File: src/rtl/hazard_scoreboard.sv
// Register hazard scoreboard: tracks in-flight GPR producers, selects forwarding stage or stalls ID.
// Optional macro SCOREBOARD_HILO_EN adds HI/LO tracking alongside the GPRs.
module hazard_scoreboard #(
    parameter int NREG     = 32,
    parameter int FW_DEPTH = 2,
    localparam int AW = $clog2(NREG),
    localparam int FW = $clog2(FW_DEPTH + 1),
    localparam int CW = $clog2(NREG + 3)
) (
    input  logic          clk,
    input  logic          rst,
    input  logic          issue_valid,
    input  logic [AW-1:0] issue_rd,
    input  logic [FW-1:0] issue_lat,
    input  logic          issue_hi,
    input  logic          issue_lo,
    input  logic          flush,
    input  logic          rs_rena,
    input  logic          rt_rena,
    input  logic [AW-1:0] rsc,
    input  logic [AW-1:0] rtc,
    input  logic          hi_rena,
    input  logic          lo_rena,
    output logic          stall_out,
    output logic [FW-1:0] rs_fw_sel,
    output logic [FW-1:0] rt_fw_sel,
    output logic [FW-1:0] hi_fw_sel,
    output logic [FW-1:0] lo_fw_sel,
    output logic [CW-1:0] busy_count
);
    localparam int HI = NREG;
    localparam int LO = NREG + 1;
    localparam int NE = NREG + 2;
    localparam logic [FW-1:0] LAST = FW'(FW_DEPTH);

    logic [NE-1:0] valid_q, valid_d, issue_vec;
    logic [FW-1:0] stage_q [NE];
    logic [FW-1:0] stage_d [NE];
    logic [FW-1:0] rem_q [NE];
    logic [FW-1:0] rem_d [NE];
    logic [FW-1:0] issue_rem;
    logic [CW-1:0] busy_q, busy_d;
    logic          eff_issue;
    logic          rs_pend, rt_pend, hi_pend, lo_pend;

    // {pending, select}: a hit whose result is not yet forwardable stalls instead of selecting
    function automatic logic [FW:0] lookup(input logic hit, input logic [FW-1:0] stage,
                                           input logic [FW-1:0] rem);
        if (!hit) return '0;
        if (rem != '0) return {1'b1, {FW{1'b0}}};
        return {1'b0, stage};
    endfunction

    always_comb begin
        {rs_pend, rs_fw_sel} = lookup(rs_rena && rsc != '0 && valid_q[rsc], stage_q[rsc], rem_q[rsc]);
        {rt_pend, rt_fw_sel} = lookup(rt_rena && rtc != '0 && valid_q[rtc], stage_q[rtc], rem_q[rtc]);
`ifdef SCOREBOARD_HILO_EN
        {hi_pend, hi_fw_sel} = lookup(hi_rena && valid_q[HI], stage_q[HI], rem_q[HI]);
        {lo_pend, lo_fw_sel} = lookup(lo_rena && valid_q[LO], stage_q[LO], rem_q[LO]);
`else
        hi_pend   = 1'b0;
        lo_pend   = 1'b0;
        hi_fw_sel = '0;
        lo_fw_sel = '0;
`endif
        stall_out = rs_pend | rt_pend | hi_pend | lo_pend;
    end

`ifndef SCOREBOARD_HILO_EN
    logic unused_hilo;
    assign unused_hilo = ^{issue_hi, issue_lo, hi_rena, lo_rena, valid_q[HI], valid_q[LO],
                           stage_q[HI], stage_q[LO], rem_q[HI], rem_q[LO]};
`endif

    always_comb begin
        eff_issue = issue_valid & ~stall_out & ~flush;
        if (issue_lat == '0)
            issue_rem = '0;
        else if (issue_lat > LAST)
            issue_rem = LAST - 1'b1;
        else
            issue_rem = issue_lat - 1'b1;
        issue_vec = '0;
        for (int i = 1; i < NREG; i++)
            issue_vec[i] = eff_issue && (issue_rd == AW'(i));
`ifdef SCOREBOARD_HILO_EN
        issue_vec[HI] = eff_issue && issue_hi;
        issue_vec[LO] = eff_issue && issue_lo;
`endif
    end

    // Issue overrides aging, so the youngest producer always owns the entry
    always_comb begin
        busy_d = '0;
        for (int i = 0; i < NE; i++) begin
            valid_d[i] = 1'b0;
            stage_d[i] = '0;
            rem_d[i]   = '0;
            if (issue_vec[i]) begin
                valid_d[i] = 1'b1;
                stage_d[i] = FW'(1);
                rem_d[i]   = issue_rem;
            end else if (valid_q[i] && stage_q[i] != LAST) begin
                valid_d[i] = 1'b1;
                stage_d[i] = stage_q[i] + 1'b1;
                rem_d[i]   = (rem_q[i] == '0) ? '0 : rem_q[i] - 1'b1;
            end
            busy_d = busy_d + CW'(valid_d[i]);
        end
    end

    always_ff @(posedge clk or posedge rst) begin
        if (rst) begin
            valid_q <= '0;
            busy_q  <= '0;
            for (int i = 0; i < NE; i++) begin
                stage_q[i] <= '0;
                rem_q[i]   <= '0;
            end
        end else begin
            valid_q <= valid_d;
            busy_q  <= busy_d;
            for (int i = 0; i < NE; i++) begin
                stage_q[i] <= stage_d[i];
                rem_q[i]   <= rem_d[i];
            end
        end
    end

    assign busy_count = busy_q;

endmodule

File: config.mk
export PLATFORM = sky130hd
export DESIGN_NAME = hazard_scoreboard
export DESIGN_NICKNAME = d
export VERILOG_FILES = /design/src/rtl/hazard_scoreboard.sv
export SDC_FILE = /design/constraint.sdc
export NUM_CORES = 1
export LEC_CHECK = 0
export ABC_CLOCK_PERIOD_IN_PS = 7680
export CAP_MARGIN = 20
export CORE_MARGIN = 10
export CORE_UTILIZATION = 25
export DETAILED_ROUTE_END_ITERATION = 10
export RECOVER_POWER = 100
export SLEW_MARGIN = 20
export SYNTH_ARGS = -nofsm -noshare
export SYNTH_HDL_FRONTEND = slang
export SYNTH_SLANG_ARGS = --single-unit
File: constraint.sdc
create_clock -name clk -period 7.68 [get_ports clk]
set_clock_uncertainty 0.05 [all_clocks]
set_input_delay 1.536 -clock clk [delete_from_list [all_inputs] [get_ports clk]]
set_output_delay 1.536 -clock clk [all_outputs]
set_load 0.02 [all_outputs]
Word-level counts from Yosys, hierarchy flattened
Index checks and enable logic that the tools add are counted.
{"block": "word_totals", "reg_bits": 176, "in_bits": 27, "wordCells": 616}
{"block": "op_classes", "addsub": 102, "magnitude_cmp": 5, "eq_ne": 65, "n_mux": 259, "bitwise": 7, "reduce_logical": 108}
{"op": "$mux 2", "count": 174}
{"op": "$add 6x1->6", "count": 28}
{"op": "$eq 5x5->1 const B", "count": 16}
{"op": "$mux 1", "count": 71}
{"op": "$logic_not 2->1", "count": 35}
{"op": "$sub 2x1->2 const B", "count": 35}
{"op": "$logic_and 1x1->1", "count": 69}
{"op": "$add 2x1->2 const B", "count": 34}
{"op": "$ne 2x2->1 const B", "count": 34}
{"op": "$bmux 2 s6", "count": 4}
{"op": "$eq 5x4->1 const B", "count": 8}
{"op": "$mux 3", "count": 8}
{"op": "$eq 5x3->1 const B", "count": 4}
{"op": "$ge 6x7->1 const B", "count": 2}
{"op": "$lt 5x7->1 const B", "count": 2}
{"op": "$not 5->6", "count": 2}
{"op": "$bmux 1 s5", "count": 2}
{"op": "$eq 5x2->1 const B", "count": 2}
{"op": "$reduce_bool 5->1", "count": 2}
{"op": "$add 5x1->6", "count": 1}
{"op": "$add 4x1->5", "count": 1}
{"op": "$eq 5x1->1 const B", "count": 1}
{"op": "$add 3x1->4", "count": 1}
{"op": "$reduce_bool 2->1", "count": 2}
{"op": "6 further kinds", "count": 8}

Logic depth before layout (Yosys ltp)
{"block": "depth", "depth_word": 48, "ltp_mapped": 28}

Worst setup path after synthesis
OpenSTA, ideal clock, no wires.
{"block": "synth_timing", "path_type": "input to register", "start": "input port rtc[2]", "end": "register busy_q[4], in the netlist busy_count[4]", "setup_ns": 0.128, "t_arrival_ns": 7.868, "required_ns": 7.502, "slack_ns": -0.366, "stages": 25, "path_cell_list": "buf_4 clkbuf_1 mux4_2 a211o_1 and4b_1 buf_6 buf_4 or2_1 buf_2 o21ai_1 fa_1 fa_1 inv_1 fa_1 fa_1 fa_1 inv_1 fa_1 ha_1 inv_1 fa_1 inv_1 a21o_1 a21oi_1 xor2_1"}
{"block": "synth_between", "elab_chain_cells": 48, "word_cells_on_any_way": 114, "classes_between": "33 x add/sub; 41 x mux; 5 x bitwise; 35 x reduce/logical"}
{"item": "from (decl)", "line": "21", "text": "input logic [AW-1:0] rtc,"}
{"item": "$not 5->6 (not written as such)", "line": "56", "text": "{rt_pend, rt_fw_sel} = lookup(rt_rena && rtc != '0 && valid_q[rtc], stage_q[rtc], rem_q[rtc]);"}
{"item": "$bmux 2 s6", "line": "56"}
{"item": "$mux 2 (not written as such) (2 in a row)", "line": "56"}
{"item": "$reduce_bool 2->1", "line": "50", "text": "if (rem != '0) return {1'b1, {FW{1'b0}}};"}
{"item": "$mux 1 (2 in a row)", "line": "50"}
{"item": "$mux 3", "line": "51", "text": "return {1'b0, stage};"}
{"item": "$mux 3 (*)", "line": "50"}
{"item": "$or 1x1->1 (*)", "line": "66", "text": "stall_out = rs_pend | rt_pend | hi_pend | lo_pend;"}
{"item": "named net stall_out", "line": "24", "text": "output logic stall_out,"}
{"item": "[... 5 more ...]"}
{"item": "named net valid_d[1]", "line": "36", "text": "logic [NE-1:0] valid_q, valid_d, issue_vec;"}
{"item": "$add 1x1->2 (*)", "line": "108", "text": "busy_d = busy_d + CW'(valid_d[i]);"}
{"item": "$add 2x1->3 (*)", "line": "108"}
{"item": "$add 3x1->4 (*)", "line": "108"}
{"item": "$add 4x1->5 (*)", "line": "108"}
{"item": "$add 5x1->6 (*)", "line": "108"}
{"item": "$add 6x1->6 (*) (28 in a row)", "line": "108"}
{"item": "named net busy_d[4]", "line": "42", "text": "logic [CW-1:0] busy_q, busy_d;"}
{"item": "to (signal assigned)", "line": "122", "text": "busy_q <= busy_d;"}
{"item": "to (decl)", "line": "42"}
The timed path passes the listed nets; every way through them passes the cells marked *. The select of a mux whose other input is x is not followed.

Worst setup path in the final report
{"block": "layout_timing", "start": "input port rtc[1]", "end": "register busy_q[4], in the netlist busy_count[4]"}
{"block": "layout_between", "elab_chain_cells": 48, "word_cells_on_any_way": 114, "classes_between": "33 x add/sub; 41 x mux; 5 x bitwise; 35 x reduce/logical"}
{"item": "$not 5->6 (not written as such)", "line": "56"}
{"item": "$bmux 2 s6", "line": "56"}
{"item": "$mux 2 (not written as such) (2 in a row)", "line": "56"}
{"item": "$reduce_bool 2->1", "line": "50"}
{"item": "$mux 1 (2 in a row)", "line": "50"}
{"item": "$mux 3", "line": "51"}
{"item": "$mux 3 (*)", "line": "50"}
{"item": "$or 1x1->1 (*)", "line": "66"}
{"item": "[... 5 more ...]"}
{"item": "$add 1x1->2", "line": "108"}
{"item": "$add 2x1->3", "line": "108"}
{"item": "$add 3x1->4", "line": "108"}
{"item": "$add 4x1->5", "line": "108"}
{"item": "$add 5x1->6", "line": "108"}
{"item": "$add 6x1->6 (25 in a row)", "line": "108"}
{"item": "$add 6x1->6 (*) (3 in a row)", "line": "108"}
{"item": "named net busy_d[4]", "line": "42"}
Marks and branches as above.

==> impl_metrics.tcl <==
set metrics [dict create \
    status "finished, violations left" \
    violations "max-capacitance violations, max-slew violations, negative setup slack" \
    place.port_buffers 32 \
    tightest_slew_ns 3.53 \
    critical_path_required_ns 7.94 \
    synth-compound-area-share_pct 6.15 \
    vias 7755 \
    fin_total_pwr_w 0.00600 \
    p_per_area_nw_per_um2 445 \
    area_delta_synth_final_pct 26.3 \
    cts_sinks 172 \
    dr.first_iter.drc_count 595 \
    drc_errors 0 \
    min_path_cells 1 \
    cap_viol_max_count 3 \
    power_leakage_nw 5.97 \
    die_w_um 227 \
    cts_buffers 17 \
    final_nets 1147 \
    postRouteAntennaNets 0 \
    hold_violations 0 \
    drv_slew 177 \
    die_h_um 227 \
    syn_inst 900 \
    synth_area_leader_cell "dfrtp_1" \
    first_global_vias 8181 \
    synth_edf_count 0 \
    cts_root_buf "clkbuf_16" \
    yosys_warnings 0 \
    setup_viol 2 \
    timing.slew.headroom_pct -136 \
    r2r_cells 21 \
    synth_top_family_by_area "simple AND/OR/NAND/NOR gates" \
    n_fill_cell 4211 \
    diodes 0 \
    period_needed_ns 7.70 \
    dr.pass1.iters 6 \
    layout-drive-gt1-share_pct 28.9 \
    area.sequential_um2 4300 \
    cts_buffer_depth 2 \
    io_pins 42 \
    dp_hpwl_um 23100 \
    synthArstFlopShare_pct 100 \
    wirelength_um 30600 \
    gr-usage-all-layers_pct 12.4 \
    rsz0062_at_grt "true" \
    gp_congestion 0.894 \
    yosys.area_share.simple_pct 21.5 \
    die_area_um2 51300 \
    grt_overflow_total 0 \
    synth_ff_type "dfrtp_1" \
    synth.top_cell.area_share_pct 40.3 \
    synth-seq-cells 172 \
    multiInputGateArea_um2 6100 \
    crit_type "in2reg" \
    yosysMostFrequentCell "dfrtp_1" \
    grt_first_pass_wirelength_um 48300 \
    cts_tree "built" \
    timing.final.crit_share_pct 100 \
    rows 75 \
    crit_path_end_kind "flip-flop" \
    syn_area_um2 10700 \
    viasPerCell 4.84 \
    vdd_drop_max_uv 951 \
    tns_ns -0.0231 \
    synth_cell_types 64 \
    h-tree-depth 4 \
    yosys.area_share.adder_pct 9.80 \
    ys_seq_area_share_pct 40.3 \
    grt_start_max_net_pins 109 \
    arrival_ns 7.96 \
    clkTransAtPathRegs_ns 0.06 \
    core-area_um2 42000 \
    wl_per_cell_um 19.1 \
    hp-class "reg2reg" \
    fin_ws_ns -0.0217 \
    insertion_delay_ns 0.44 \
    fmaxAchievable_mhz 130 \
    synthMuxAreaShare_pct 16.8 \
    crit_path_max_fanout 6 \
    synth_xor_area_share_pct 0.246 \
    ys_top_cells_by_count "dfrtp_1, nor2_1, inv_1" \
    start_kind "primary input" \
    holdBufCountCts 0 \
    final_util_pct 32.1 \
    initial_core_util_pct 25.4 \
    synthTopCellsByArea "dfrtp_1, mux4_2, ha_1" \
    antenna_found_initial 3 \
    syn_area_per_cell_um2 11.9 \
]
[worst max-delay path: stages]
cell and delay, ns:
buf_12 0.10, buf_12 0.13, buf_8 0.13, buf_6 0.12, mux4_2 0.50, mux2i_2 0.22, a311oi_2 0.14, and4b_2 0.31
or4b_4 0.50, and2_4 0.18, fa_1 0.59, fa_1 0.44, fa_1 0.56, fa_1 0.47, fa_1 0.51, inv_2 0.04
fa_1 0.50, ha_2 0.20, inv_2 0.04, fa_2 0.34, inv_2 0.05, a21o_1 0.13, a21oi_2 0.06, xor2_1 0.14
[state kept, by name, summed over array words and instances, names as in the netlist]
register	count
rem_q	64
busy_count	6
valid_q	34
stage_q	68
[path summary, 6_finish.rpt]
check | slack, ns | from | end
max | -0.02 | rtc[1] | busy_count[4]
min | 0.37 | stage_q[0] | stage_q[0]
max reg2reg | 0.88 | rem_q[7] | busy_count[4]
min reg2reg | 0.37 | stage_q[0] | stage_q[0]
max in group asynchronous | 1.35 | rst | stage_q[18]
min in group asynchronous | 2.10 | rst | rem_q[58]
[cell usage in the layout (no fill, tap or decap), types with 6 or more instances in the layout]
cell,count
a21o_1,24
a21oi_1,13
buf_12,11
buf_4,114
buf_6,7
clkbuf_1,6
clkbuf_16,17
clkdlybuf4s50_1,16
dfrtp_1,172
dlygate4sd3_1,7
fa_1,23
ha_1,41
inv_1,69
mux2_1,30
mux2i_1,7
mux4_2,57
nand2_1,40
nand2b_1,20
nor2_1,86
nor2b_1,28
nor3_1,27
nor3_2,11
nor3b_1,53
nor4_4,25
o22ai_1,6
or2_1,20
[power breakdown]
group          internal (W)  switching [W]  total (W)
combinational       0.00196        0.00189    0.00385
clock              0.000471       0.000362   0.000833
sequential          0.00115       0.000175    0.00132
total               0.00357        0.00243    0.00600
[layer usage]
| metal | global-route usage [%] | up-vias | share of wire [%] |
|---|---|---|---|
| met5 | 0 | - | 0.082 |
| met4 | 3.46 | 4 | 1.8 |
| met1 | 16.7 | 3965 | 46 |
| met2 | 19.2 | 222 | 46 |
| li1 | - | 3529 | - |
| met3 | 3.06 | 35 | 6.3 |
[repair_timing]
item                       CTS  global route
setup buffers               22             4
setup endpoints to repair    5             5
pin swaps                   23            16
cloned                       2             0
resized for setup           69            17
[kinds of logic after synthesis]
kind of cell,after synthesis
AOI/OAI and AO/OA,92
xor gates and xnor gates,3
adders and majority gates,68
buffers and inverters,116
DFF,172
muxes,101
other,1
and+or+nand+nor,347
[final cells by class]
class                           instances  area share (%)
Clock inverter                          8           0.724
Tap cell                              539            5.00
Multi-Input combinational cell        615            45.2
Clock buffer                           21            3.27
Sequential cell                       172            31.9
Timing Repair Buffer                  170            11.7
Inverter                               76            2.15
[per-stage QoR]
stage          setup slack [ns]  hold slack (ns)  cell area [µm²]  cells
2_1_floorplan            0.0164            0.353            10800    903
3_3_place_gp             -0.749            0.366            12400   1543
3_5_place_dp             -0.761            0.365            12400   1543
4_1_cts                 -0.0391            0.376            13400   1596
5_1_grt                  -0.159            0.393            13500   1601
6_report                -0.0217            0.372            13500   1601
Note: power is estimated with default switching activity, not from simulation.
